--- src/rtl/inv_lift_row_seq.sv ---
// Inverse 5/3 (LeGall) lifting sequencer for one line of the DWT.
// Pass U rebuilds the even samples in place from low-pass/high-pass pairs,
// pass P then rebuilds the odd samples from the high-pass and rebuilt evens.
// Both RAMs are single-port with a one-cycle synchronous read.
module inv_lift_row_seq #(
    parameter int unsigned W  = 26,
    parameter int unsigned AW = 7,
    parameter int unsigned N  = 64
) (
    input  logic          clk,
    input  logic          rst,
    input  logic          start,
    output logic          busy,
    output logic          done,
    output logic [AW-1:0] even_addr,
    input  logic [W-1:0]  even_dout,
    output logic [W-1:0]  even_din,
    output logic          even_we,
    output logic [AW-1:0] odd_addr,
    input  logic [W-1:0]  odd_dout,
    output logic [W-1:0]  odd_din,
    output logic          odd_we
);

    localparam int unsigned XW   = W + 2;
    localparam logic [AW-1:0] LAST = AW'(N - 1);

    typedef enum logic [3:0] {
        IDLE, U_ADDR, U_WAIT, U_WR, P_PRE, P_PREW, P_ADDR, P_WAIT, P_WR, DONE
    } state_t;

    state_t        state, state_n;
    logic [AW-1:0] idx, idx_n;
    logic [W-1:0]  hprev, hprev_n;
    logic [W-1:0]  hcur, hcur_n;
    logic [W-1:0]  ecur, ecur_n;
    logic [W-1:0]  enext, enext_n;
    logic          busy_n, done_n, even_we_n, odd_we_n;
    logic [AW-1:0] even_addr_n, odd_addr_n;
    logic [W-1:0]  even_din_n, odd_din_n;

    // Sign extension into the guard-bit arithmetic width.
    function automatic logic signed [XW-1:0] sx(input logic [W-1:0] v);
        return {{2{v[W-1]}}, v};
    endfunction

    // Next even address in pass P: one ahead, mirrored at the right edge.
    function automatic logic [AW-1:0] clip_next(input logic [AW-1:0] k);
        logic [AW:0] k1;
        k1 = {1'b0, k} + (AW+1)'(1);
        if (k1 > {1'b0, LAST}) return LAST;
        return k1[AW-1:0];
    endfunction

    // Lifting arithmetic; h[-1] mirrors h[0] on the first pair.
    logic [W-1:0]         h_left;
    logic signed [XW-1:0] u_sum, p_sum;
    logic [W-1:0]         u_res, p_res;

    assign h_left = (idx == '0) ? odd_dout : hprev;
    assign u_sum  = sx(h_left) + sx(odd_dout) + XW'(2);
    assign u_res  = W'(sx(even_dout) - (u_sum >>> 2));
    assign p_sum  = sx(ecur) + sx(even_dout);
    assign p_res  = W'(sx(odd_dout) + (p_sum >>> 1));

    // State, index, hold registers and registered outputs.
    always_ff @(posedge clk) begin
        if (rst) begin
            state     <= IDLE;
            idx       <= '0;
            hprev     <= '0;
            hcur      <= '0;
            ecur      <= '0;
            enext     <= '0;
            busy      <= 1'b0;
            done      <= 1'b0;
            even_addr <= '0;
            odd_addr  <= '0;
            even_din  <= '0;
            odd_din   <= '0;
            even_we   <= 1'b0;
            odd_we    <= 1'b0;
        end else begin
            state     <= state_n;
            idx       <= idx_n;
            hprev     <= hprev_n;
            hcur      <= hcur_n;
            ecur      <= ecur_n;
            enext     <= enext_n;
            busy      <= busy_n;
            done      <= done_n;
            even_addr <= even_addr_n;
            odd_addr  <= odd_addr_n;
            even_din  <= even_din_n;
            odd_din   <= odd_din_n;
            even_we   <= even_we_n;
            odd_we    <= odd_we_n;
        end
    end

    // Next state; outputs are prepared for the state being entered.
    always_comb begin
        state_n     = state;
        idx_n       = idx;
        hprev_n     = hprev;
        hcur_n      = hcur;
        ecur_n      = ecur;
        enext_n     = enext;
        even_addr_n = even_addr;
        odd_addr_n  = odd_addr;
        even_din_n  = even_din;
        odd_din_n   = odd_din;
        even_we_n   = 1'b0;
        odd_we_n    = 1'b0;

        case (state)
            IDLE: begin
                if (start) begin
                    state_n     = U_ADDR;
                    idx_n       = '0;
                    even_addr_n = '0;
                    odd_addr_n  = '0;
                end
            end
            U_ADDR: state_n = U_WAIT;
            U_WAIT: begin
                hcur_n     = odd_dout;
                even_din_n = u_res;
                even_we_n  = 1'b1;
                state_n    = U_WR;
            end
            U_WR: begin
                hprev_n = hcur;
                if (idx == LAST) begin
                    idx_n       = '0;
                    even_addr_n = '0;
                    state_n     = P_PRE;
                end else begin
                    idx_n       = idx + AW'(1);
                    even_addr_n = idx + AW'(1);
                    odd_addr_n  = idx + AW'(1);
                    state_n     = U_ADDR;
                end
            end
            P_PRE: state_n = P_PREW;
            P_PREW: begin
                ecur_n      = even_dout;
                even_addr_n = clip_next(idx);
                odd_addr_n  = idx;
                state_n     = P_ADDR;
            end
            P_ADDR: state_n = P_WAIT;
            P_WAIT: begin
                enext_n   = even_dout;
                odd_din_n = p_res;
                odd_we_n  = 1'b1;
                state_n   = P_WR;
            end
            P_WR: begin
                ecur_n = enext;
                if (idx == LAST) begin
                    state_n = DONE;
                end else begin
                    idx_n       = idx + AW'(1);
                    even_addr_n = clip_next(idx + AW'(1));
                    odd_addr_n  = idx + AW'(1);
                    state_n     = P_ADDR;
                end
            end
            DONE:    state_n = IDLE;
            default: state_n = IDLE;
        endcase

        busy_n = (state_n != IDLE);
        done_n = (state_n == DONE);
    end

endmodule

--- config.mk ---
export PLATFORM = sky130hd
export DESIGN_NAME = inv_lift_row_seq
export DESIGN_NICKNAME = d
export VERILOG_FILES = /design/src/rtl/inv_lift_row_seq.sv
export SDC_FILE = /design/constraint.sdc
export NUM_CORES = 1
export LEC_CHECK = 0
export BUFFER_PORTS_ARGS = -buffer_cell sky130_fd_sc_hd__buf_4
export CAP_MARGIN = 20
export CORE_MARGIN = 2
export CORE_UTILIZATION = 50
export DETAILED_ROUTE_END_ITERATION = 16
export GPL_TIMING_DRIVEN = 1
export PLACE_DENSITY = 0.69
export SLEW_MARGIN = 40
export SYNTH_ARGS = -nofsm -noshare
export SYNTH_HDL_FRONTEND = slang
export SYNTH_SLANG_ARGS = --single-unit
--- constraint.sdc ---
create_clock -name clk -period 11.5 [get_ports clk]
set_input_delay 2.3 -clock clk [delete_from_list [all_inputs] [get_ports clk]]
set_output_delay 2.3 -clock clk [all_outputs]
set_load 0.03 [all_outputs]
==> out/results.tsv <==
stage	metric	value	unit
critical_path	critical path buffer and inverter count	1	
synthesis	post-synth top area cell	dfxtp_1	
place	dpl ws	4.326	ns
timing	relative slew slack	0.4883	
drt	DRT Wirelength	34.54	mm
place	port bufs	124	
cts	CTS tree	built	
cts	CTS resizes	0	
drt	first drt pass iteration count	5	
critical_path	Worst Path Arrival	7.12	ns
critical_path	CP Launch Type	input pin	
floorplan	FP Rows	58	
synthesis	syn avg cell area	7.759	sq um
drt	DRC marker count from the first detailed-route iteration	902	
floorplan	Die ar.	0.02666	sq mm
cts	Sink Count	185	
cts	Worst-Skew Late Latency	0.44	ns
timing	Setup Total Neg Slack	0	ns
critical_path	cell breakdown of the critical path	buf_4 > mux2_2 > ha_1 > ha_1 > and4b_1 > o21ai_0 > o211ai_1 > o21a_1 > o21ai_0 > nand2b_1 > a21oi_1 > xnor2_1 > ha_1 > and4_1 > a221oi_1 > a21oi_1 > o2111ai_1 > and2_1 > o21ai_0 > a2111o_1 > o211ai_1	
finish	Nets	1893	
synthesis	Mapped Nets	1822	
global_route	grt total ovfl	0	
drt	vias	11920	
synthesis	Synth top cells by count	nand2_1 (298), a21oi_1 (227), dfxtp_1 (185)	
pwr	leakage power total	6.076	nW
synthesis	Async SR Flop Fraction	0	
synthesis	Synth top area share	0.2919	
critical_path	Crit path required time	11.85	ns
timing	period utilisation layout	0.5888	
critical_path	Setup Crit Path Kind	input pin to flip-flop	
timing	RSZ-0062 raised after global routing	false	
timing	Worst Setup Slack, final	4.729	ns
timing	FMAX	147.7	MHz
global_route	Overall Global Routing Usage	0.2603	
drt	Residual DRC	0	
critical_path	Max stage delay on crit path	0.46	ns
timing	Slew Limit Fails	0	
critical_path	slowest CP cell	a221oi_1	
place	Routability Congestion	0.8979	
floorplan	Die W	163.3	microns
synthesis	Synth area leaders	dfxtp_1 (29%), ha_1 (13%), a21oi_1 (9.0%)	
cts	hold_buf cts	0	
synthesis	Post-Synthesis Cells	1635	
finish	Antenna Cells	0	
floorplan	Core Footprint	0.02504	sq mm
cts	CTS buffer count	17	
finish	Layout Cells excl Fill	2049	
flow_run	maxcap violations	0	
min_path	hold crit path type	flip-flop to flip-flop	
synthesis	Post-synth EDFFs	0	
finish	Layout Area Growth over Synthesis	13.88	%
synthesis	register area share after synthesis	0.2919	
critical_path	CP endpoint kind	flip-flop	
synthesis	Synth cell types	79	
pwr	power per cell area	138.3	mW/mm^2
timing	Setup violations, final	0	
synthesis	Primary FF master, synth	dfxtp_1	
synthesis	cell area after synthesis	0.01269	sq mm
cts	Post-CTS Setup Bufs	0	
timing	Final Critical Period	6.771	ns
cts	Worst-path clk slew	0.08	ns
finish	Core Util, Final	0.5770	
synthesis	most common cell in the synthesized netlist	nand2_1	
synthesis	Yosys reg bits	185	
critical_path	crit-path leading delay family	compound AO/OA/AOI/OAI gates	
place	HPWL Detailed	25.12	mm
floorplan	die height	163.3	microns
timing	Fin. Hold Viols	0	
global_route	largest net degree at the start of global routing	97	
drt	DRT antenna net count	0	
floorplan	Initial Util	0.5067	
cts	CTS H-tree depth	4	
timing	skew final	0.01215	ns
global_route	vias in the first global route	10950	
drt	routed len/inst	16.86	microns
outcome	outcome	complete, no violations	
floorplan	IO Count	125	
place	placed cells	2017	
cts	clock root buffer	clkbuf_16	
critical_path	crit-path max FO	6	
global_route	initial antenna violation count	0	
timing	Worst-Margin Slew	0.7629	ns
synthesis	Ys Warns	0	
drt	vias per inst	5.819	
cts	Clock Tree Buf Depth	2	
pwr	largest vdd supply drop	0.09488	mV
global_route	first-pass GRT wire length	56.03	mm
finish	share of cells above drive strength 1	0.1245	
## power by group
group / internal, W / leakage, nW / switching (W) / total, W
sequential: 0.000668 / 1.49 / 0.0000191 / 0.000687
clock: 0.000352 / 0.307 / 0.000292 / 0.000644
combinational: 0.000266 / 4.27 / 0.000400 / 0.000666
total: 0.00129 / 6.08 / 0.000711 / 0.00200
## metal layers
metal	vias up	share of wire	track usage
met5	-	0	0
met4	0	0.012	0.05430
met3	29	0.050	0.02971
met2	314	0.45	0.4158
met1	5604	0.49	0.3778
li1	5976	-	-
## cell type report
cell class	count	area, sq um
multi-input combinational	1329	8548
inverter	40	150.1
tap	330	412.9
fill	2364	10590
timing repair buffer	133	1006
sequential	185	3704
clock buffer	17	425.4
clock inverter	15	200.2
## flip-flops by register name (all words and copies together) (netlist names)
register	cells
hcur	26
idx	7
even_din	26
odd_we	1
state	4
odd_din	26
even_we	1
busy	1
ecur	26
even_addr	7
enext	26
odd_addr	7
hprev	26
done	1
## worst min-delay path: stages (launching register included)
cell     delay [ns]
dfxtp_1        0.31
nand2_1        0.05
a21oi_1        0.05
## path summary, 6_finish.rpt
kind	start	end	slack [ns]	depth (start not counted)
max reg2reg	idx[0]$_SDFFE_PP0P_	even_din[24]$_SDFFE_PP0P_	5.26	24
min	hcur[0]$_SDFFE_PP0P_	hprev[0]$_SDFFE_PP0N_	0.45	2
min reg2reg	hcur[0]$_SDFFE_PP0P_	hprev[0]$_SDFFE_PP0N_	0.45	2
max	odd_dout[2]	even_din[24]$_SDFFE_PP0P_	4.73	21
## cells in the final DEF (no fill, tap or decap), types with 13 or more instances in the layout
| cell | instances |
|---|---|
| nand2_1 | 298 |
| a21oi_1 | 227 |
| dfxtp_1 | 185 |
| buf_4 | 131 |
| ha_1 | 128 |
| nor2_1 | 110 |
| o21ai_0 | 62 |
| xnor2_1 | 59 |
| a21o_1 | 45 |
| a211oi_1 | 43 |
| inv_1 | 39 |
| nand3_1 | 35 |
| mux2i_1 | 27 |
| nor3_1 | 24 |
| mux2_2 | 23 |
| xor2_1 | 21 |
| clkbuf_16 | 17 |
| o21bai_1 | 14 |
| nor2b_1 | 13 |
| and3_1 | 13 |
| or3_1 | 13 |
## cell families (layout without fill, tap and decap cells)
| kind of cell | Yosys count | after routing | synth area share |
|---|---|---|---|
| xor+xnor | 80 | 80 | 0.05523 |
| fa+ha+maj | 132 | 132 | 0.1326 |
| compound gates | 493 | 493 | 0.2411 |
| flops | 185 | 185 | 0.2919 |
| mux | 50 | 50 | 0.04172 |
| buf+inv | 121 | 205 | 0.03600 |
| simple gates | 574 | 574 | 0.2014 |
## metrics by stage
stage	cell area, sq um	total power [W]	hold slack (ns)
floorplan	12690	0.001181	0.4321
global placement	13810	0.001356	0.4361
detailed placement	13820	0.001357	0.4429
CTS	14450	0.002005	0.4504
global route	14450	0.002109	0.4645
finish	14450	0.001997	0.4486
No activity file was read; power rests on OpenSTA's default activity.
